===== src/rtl/ysyx_22051145_pc_gen.sv =====
//------------------------------------------------------------------------------
// Module   : ysyx_22051145_pc_gen
// Brief    : Instruction-fetch front end: PC, IF/ID register, redirects, halt.
// Revision : 1.0 - initial release
//------------------------------------------------------------------------------
`default_nettype none

module ysyx_22051145_pc_gen #(
    parameter logic [63:0] RESET_PC = 64'h8000_0000,
    parameter logic [31:0] NOP_INST = 32'h0000_0013
) (
    input  logic        clk,
    input  logic        rst_n,
    output logic [63:0] fetch_addr,
    input  logic [31:0] fetch_data,
    input  logic        redirect_valid,
    input  logic [63:0] redirect_target,
    input  logic        trap_valid,
    input  logic [63:0] trap_target,
    input  logic        halt_req,
    output logic        id_valid,
    input  logic        id_ready,
    output logic [63:0] id_pc,
    output logic [31:0] id_inst,
    output logic        id_misalign,
    output logic        halted,
    output logic [63:0] fetch_count
);

    typedef enum logic [1:0] {
        S_BOOT = 2'd0,
        S_RUN  = 2'd1,
        S_HALT = 2'd2
    } state_t;

    state_t      r_state;
    logic [63:0] r_pc;
    logic [63:0] r_id_pc;
    logic [31:0] r_id_inst;
    logic        r_id_valid;
    logic        r_id_misalign;
    logic [63:0] r_fetch_count;

    logic        w_trap_take;
    logic        w_redirect_take;
    logic        w_fire;
    logic        w_misaligned;

    assign w_trap_take     = trap_valid && (r_state != S_BOOT);
    assign w_redirect_take = redirect_valid && !trap_valid && (r_state == S_RUN);
    assign w_fire          = (r_state == S_RUN) && (!r_id_valid || id_ready)
                             && !trap_valid && !redirect_valid;
    assign w_misaligned    = (r_pc[1:0] != 2'b00);

    always_ff @(posedge clk or negedge rst_n) begin
        if (!rst_n) begin
            r_state       <= S_BOOT;
            r_pc          <= RESET_PC;
            r_id_pc       <= 64'd0;
            r_id_inst     <= 32'd0;
            r_id_valid    <= 1'b0;
            r_id_misalign <= 1'b0;
            r_fetch_count <= 64'd0;
        end else if (w_trap_take) begin
            // Trap beats halt_req and is the only way out of HALT.
            r_pc       <= trap_target;
            r_id_valid <= 1'b0;
            r_state    <= S_RUN;
        end else if (w_redirect_take) begin
            r_pc       <= redirect_target;
            r_id_valid <= 1'b0;
            if (halt_req) begin
                r_state <= S_HALT;
            end
        end else begin
            case (r_state)
                S_BOOT: begin
                    r_state <= S_RUN;
                end
                S_RUN: begin
                    if (w_fire) begin
                        r_id_pc       <= r_pc;
                        r_id_valid    <= 1'b1;
                        r_fetch_count <= r_fetch_count + 64'd1;
                        if (w_misaligned) begin
                            // Poisoned entry: PC stays put until a trap moves it.
                            r_id_inst     <= NOP_INST;
                            r_id_misalign <= 1'b1;
                            r_state       <= S_HALT;
                        end else begin
                            r_id_inst     <= fetch_data;
                            r_id_misalign <= 1'b0;
                            r_pc          <= r_pc + 64'd4;
                        end
                    end
                    if (halt_req) begin
                        r_state <= S_HALT;
                    end
                end
                S_HALT: begin
                    if (id_ready) begin
                        r_id_valid <= 1'b0;
                    end
                end
                default: begin
                    r_state <= S_BOOT;
                end
            endcase
        end
    end

    assign fetch_addr  = r_pc;
    assign id_valid    = r_id_valid;
    assign id_pc       = r_id_pc;
    assign id_inst     = r_id_inst;
    assign id_misalign = r_id_misalign;
    assign halted      = (r_state == S_HALT);
    assign fetch_count = r_fetch_count;

endmodule

`default_nettype wire


===== config.mk =====
export PLATFORM = sky130hd
export DESIGN_NAME = ysyx_22051145_pc_gen
export DESIGN_NICKNAME = d
export VERILOG_FILES = /design/src/rtl/ysyx_22051145_pc_gen.sv
export SDC_FILE = /design/constraint.sdc
export NUM_CORES = 1
export LEC_CHECK = 0
export ABC_AREA = 1
export CAP_MARGIN = 20
export CORE_UTILIZATION = 48
export CTS_CLUSTER_SIZE = 24
export DETAILED_ROUTE_END_ITERATION = 10
export MAX_ROUTING_LAYER = met4
export PLACE_DENSITY = 0.81
export REMOVE_ABC_BUFFERS = 1
export SYNTH_ARGS = -nofsm -noshare
export SYNTH_HDL_FRONTEND = slang
export SYNTH_SLANG_ARGS = --single-unit

===== constraint.sdc =====
create_clock -name clk -period 2.45 [get_ports clk]
set_clock_uncertainty 0.2 [all_clocks]
set_input_delay 0.49 -clock clk [delete_from_list [all_inputs] [get_ports clk]]
set_output_delay 0.49 -clock clk [all_outputs]
set_load 0.01 [all_outputs]

* Yosys cells after proc, flatten, opt, wreduce, memory -nomap -nowiden
Index checks and enable logic that the tools add are counted.
Cells by class: equality and inequality tests 9, add/sub/neg operators 2, divide/modulo/power cells 0, multiply operators 0, reductions and logical operators 20, bitwise gates (word level) 2, magnitude comparators 0, multiplexer cells 19, shift-type cells 0
Operators with widths (number):
- 2-to-1 mux 64 bit | 5
- adder 64 x 1 -> 64 bit (second input constant) | 1
- adder 64 x 3 -> 64 bit (second input constant) | 1
- 2-to-1 mux 32 bit | 1
- 2-to-1 mux 2 bit | 6
- != test 4 bit (second input constant) | 3
- AND reduction 4 bit | 2
- logical AND 1 bit | 6
- != test 3 bit (second input constant) | 2
- one-hot mux 2 bit (3 select lines) | 1
- AND reduction 3 bit | 2
- nonzero test 3 bit | 2
- 2-to-1 mux 1 bit | 5
- != test 4 x 2 -> 1 bit (second input constant) | 1
- nonzero test 2 bit | 2
- nonzero test 4 bit | 1
- zero test 1 bit | 3
- != test 3 x 1 -> 1 bit (second input constant) | 1
- == test 2 x 1 -> 1 bit (second input constant) | 1
- == test 2 bit (second input constant) | 1
- zero test 2 bit | 1
- NOT 1 bit | 2
- one-hot mux 1 bit (2 select lines) | 1
- logical OR 1 bit | 1
Storage, ports and cells: memories kept 0, latch bits 0, memory bits (writable) 0, output and inout bits 227, register bits 228, bits in read-only memories 0, input port bits 166

* Depth between registers and ports, before layout
depth after elaboration 10, gate-level depth with buffers 13, mapped depth without buffers 13

* Least setup slack after synthesis
OpenSTA, ideal clock, no wires.
kind register to register, start reg r_fetch_count[0] (netlist: fetch_count[0]), end reg r_fetch_count[36] (netlist: fetch_count[36]), cell stages (with the launch flop) 13, setup slack 0.469 ns, arrival time 1.664 ns, buffers on the path 0, library setup time 0.117 ns, period minus slack after synthesis 1.981 ns, cell sequence dfrtp_1 ha_1 nand3_2 inv_2 nand2_1 nor2_4 nand3_2 nor2_4 inv_2 nor2_2 nand3_1 nand2_1 nand2_1
On the way: longest elaborated chain between the ends 1
Ends and longest elaborated chain:
- start, declared | RTL line 42 | logic [63:0] r_fetch_count;
- start signal, assigned | RTL line 84 | r_fetch_count <= r_fetch_count + 64'd1;
- adder 64 x 1 -> 64 bit | RTL line 84
No other way between the ends. A chain may end at the register's enable or synchronous reset.

* Worst setup path in the final report
start reg r_pc[54] (netlist: fetch_addr[54]), end out fetch_addr[54]
RTL lines:
- start, declared | RTL line 37 | logic [63:0] r_pc;
- start signal, assigned | RTL line 66 | r_pc <= trap_target;
- start signal, assigned | RTL line 70 | r_pc <= redirect_target;
- start signal, assigned | RTL line 93 | r_pc <= r_pc + 64'd4;
- end, declared | RTL line 14 | output logic [63:0] fetch_addr,
No word-level cell between the ends.

==> run summary <==
CP Class = flop to output port
H-tree Lvls = 1
Worst Setup Start Kind = flop
Final Max Slew Viols = 0
worst flop-to-flop path startpoint = fetch_addr[37]
Avg Cell Area, Syn = 6.81 µm²
Top Layer Used = met4
largest cells by area after synthesis = dfrtp_1, nand2_1, nor2_1
Leakage = 8.81 nW
Reg2Reg Setup Slack = 0.17 ns
top-area cell type share of the netlist area = 42.6%
Area after DPL = 18300 µm²
Die Wd = 169 µm
Synth Flop Type = dfrtp_1
Slew headroom = 62.1%
total I/O pin count = 393
Bufs and invs on worst path = 1
mapped cell area = 13300 µm²
power density over the cells = 952 nW/µm²
Clock Sinks = 228
RSZ-0062 raised after global routing = no
Die ar. = 28500 µm²
Power Total = 0.0183 W
R2R depth = 11
num rows = 60
Post-synth EDFFs = 0
maxcap violations = 0
worst vdd ir = 0.604 mV
WP depth = 1
critical-path cell list = clkdlybuf4s50_1
First-pass DRT Iterations = 6
Worst Setup EP = fetch_addr[54]
reg-to-reg endpoint = fetch_addr[56]
post-DR vias/cell = 5.29
Mapped Cells = 1958
aggregate global-route resource usage = 35.2%
Worst EP arrival = 1.73 ns
Starting DRT DRC Count = 1288
CP delay by family, top = buffers and inverters
status = completed
DRC = 0
Clk Latency, worst-skew pair = 0.57 ns
DR WL met2 = 23300 µm
filler cell count = 2236
Synth warnings = 0
final wirelength = 49200 µm
period utilisation layout = 98.8%
gr ovfl total = 0
IO buf count = 392
initial antenna violation count = 3
Fin. Hold Viols = 0
Setup crit start = fetch_addr[54]
min Tclk post-route = 2.42 ns
DRT antenna net count = 0
Initial Utilization = 49.2%
post-DR wirelength/cell = 17.6 µm
Synth-to-Final Area Change = 44.4%
Placer Congestion = 0.984
commonest non-fill, non-tap cells in the layout = nand2_1, clkdlybuf4s50_1, nor2_1, dfrtp_1, inv_1
root buf cell = clkbuf_16
critical-path maximum fanout = 6
worst-margin pin slew = 0.563 ns
met3 wire len = 4000 µm
global-route wire length before repair = 75700 µm
core area = 27100 µm²
M1 WL = 19400 µm
Seq/Total Area, Yosys = 42.8%
final setup vio count = 0
DP Wirelength = 37800 µm
ys async rst share = 100%
fin area = 19300 µm²
CP endpoint kind = output port
largest area contributor in the synthesized netlist = dfrtp_1
max incr delay on CP = 0.62 ns
Crit-path slowest cell = clkdlybuf4s50_1
number of synthesized register bits = 228
synth unique cells = 38
final net count = 2569
upper clock frequency limit = 413 MHz
commonest non-fill, non-tap cell in the layout = nand2_1
CTS Buffer Depth = 3
vias in the first global route = 14163
Worst-path clk slew = 0.06 ns
HP Class = primary input to asynchronous set/reset pin
largest net degree at the start of global routing = 120
CTS Buf Count = 26
vias = 14794
share of cells above drive strength 1 = 7.15%
CTS tree = yes
Data required, critical path = 1.76 ns
Die Height = 169 µm
-- layer usage --
| layer | vias to the layer above | GRT usage, % |
|---|---|---|
| li1 | 7058 | - |
| met2 | 768 | 57.4 |
| met1 | 6821 | 42.9 |
| met5 | - | - |
| met3 | 147 | 5.24 |
| met4 | 0 | 17.2 |
-- report_power, final --
part           internal [W]  leakage (nW)  switching [W]
clock               0.00257         0.444        0.00166
combinational       0.00377          5.47        0.00373
sequential          0.00504          2.89        0.00156
-- worst min path at each step --
stage / depth (start not counted) / to / slack [ns]
6_report: 2 / fetch_count[63] / 0.18
5_1_grt: 2 / fetch_count[45] / 0.21
4_1_cts: 2 / fetch_count[63] / 0.19
3_3_place_gp: 1 / fetch_count[48] / 0.14
3_5_place_dp: 1 / fetch_count[63] / 0.14
2_1_floorplan: 0 / fetch_addr[0] / -0.006
-- cell type report --
class	instances	area, µm²	share of cell area [%]
tap	372	465	2.42
sequential	228	5710	29.6
clock inverter	9	178	0.922
inverter	187	703	3.65
clock buffer	39	759	3.94
multi-input combinational	1479	6670	34.6
antenna	3	7.51	0.0390
timing repair buffer	479	4770	24.8
-- worst reg2reg max path, stage by stage, from the launching register on --
cell and delay (ns):
dfrtp_1 0.56, nand2_1 0.13, nor2_1 0.22, nand2_1 0.15, nor2_1 0.27, nand2_1 0.15
nor2_1 0.12, nand2_1 0.06, nand3_1 0.13, nand2_1 0.07, nand2_1 0.06, nand2_1 0.05
-- registers in the layout, indices dropped and copies added (netlist names) --
name,cells
fetch_addr,64
fetch_count,64
id_pc,64
id_inst,32
r_state,2
id_misalign,1
id_valid,1
-- synthesized netlist by cell type, types with 9 or more instances --
cell type	number
nand2_1	699
nor2_1	321
dfrtp_1	227
inv_1	178
o21ai_0	127
nand3_1	123
xor2_1	40
a22o_1	29
buf_2	29
clkbuf_1	26
nor3_1	24
a21oi_1	20
nand4_1	17
xnor2_1	16
o22ai_1	12
nor2_2	10
inv_2	9
-- what timing repair did --
item,4_1_cts,5_1_grt
hold endpoints to repair,227,0
resized for setup,5,5
setup buffers,0,1
endpoints found under the setup margin,4,12
hold buffers,1,0
-- through the flow --
| step | setup WS [ns] | setup TNS, ns | utilization (%) | cells | hold WS (ns) |
|---|---|---|---|---|---|
| after global routing | 0.0139 | 0 | 71.1 | 2796 | 0.208 |
| after floorplan | -1.66 | -156.14 | - | 1894 | -0.00559 |
| final | 0.0294 | 0 | 71.1 | 2796 | 0.184 |
| after detailed placement | -0.103 | -2.71 | 67.5 | 2743 | 0.144 |
| after CTS | 0.0204 | 0 | 71.0 | 2792 | 0.189 |
| after global placement | -0.0723 | -1.12 | 67.5 | 2743 | 0.140 |
-- kinds of logic (layout without fill, tap and decap cells) --
logic type	after synthesis	after routing	share of synthesized area [%]
fa+ha+maj	2	2	0.188
simple gates	1215	1215	37.0
xor+xnor	56	56	3.68
buf+inv	251	714	7.47
compound gates	206	206	8.92
other cells	0	3	0
flops	228	228	42.8
No activity file was read; power rests on OpenSTA's default activity.
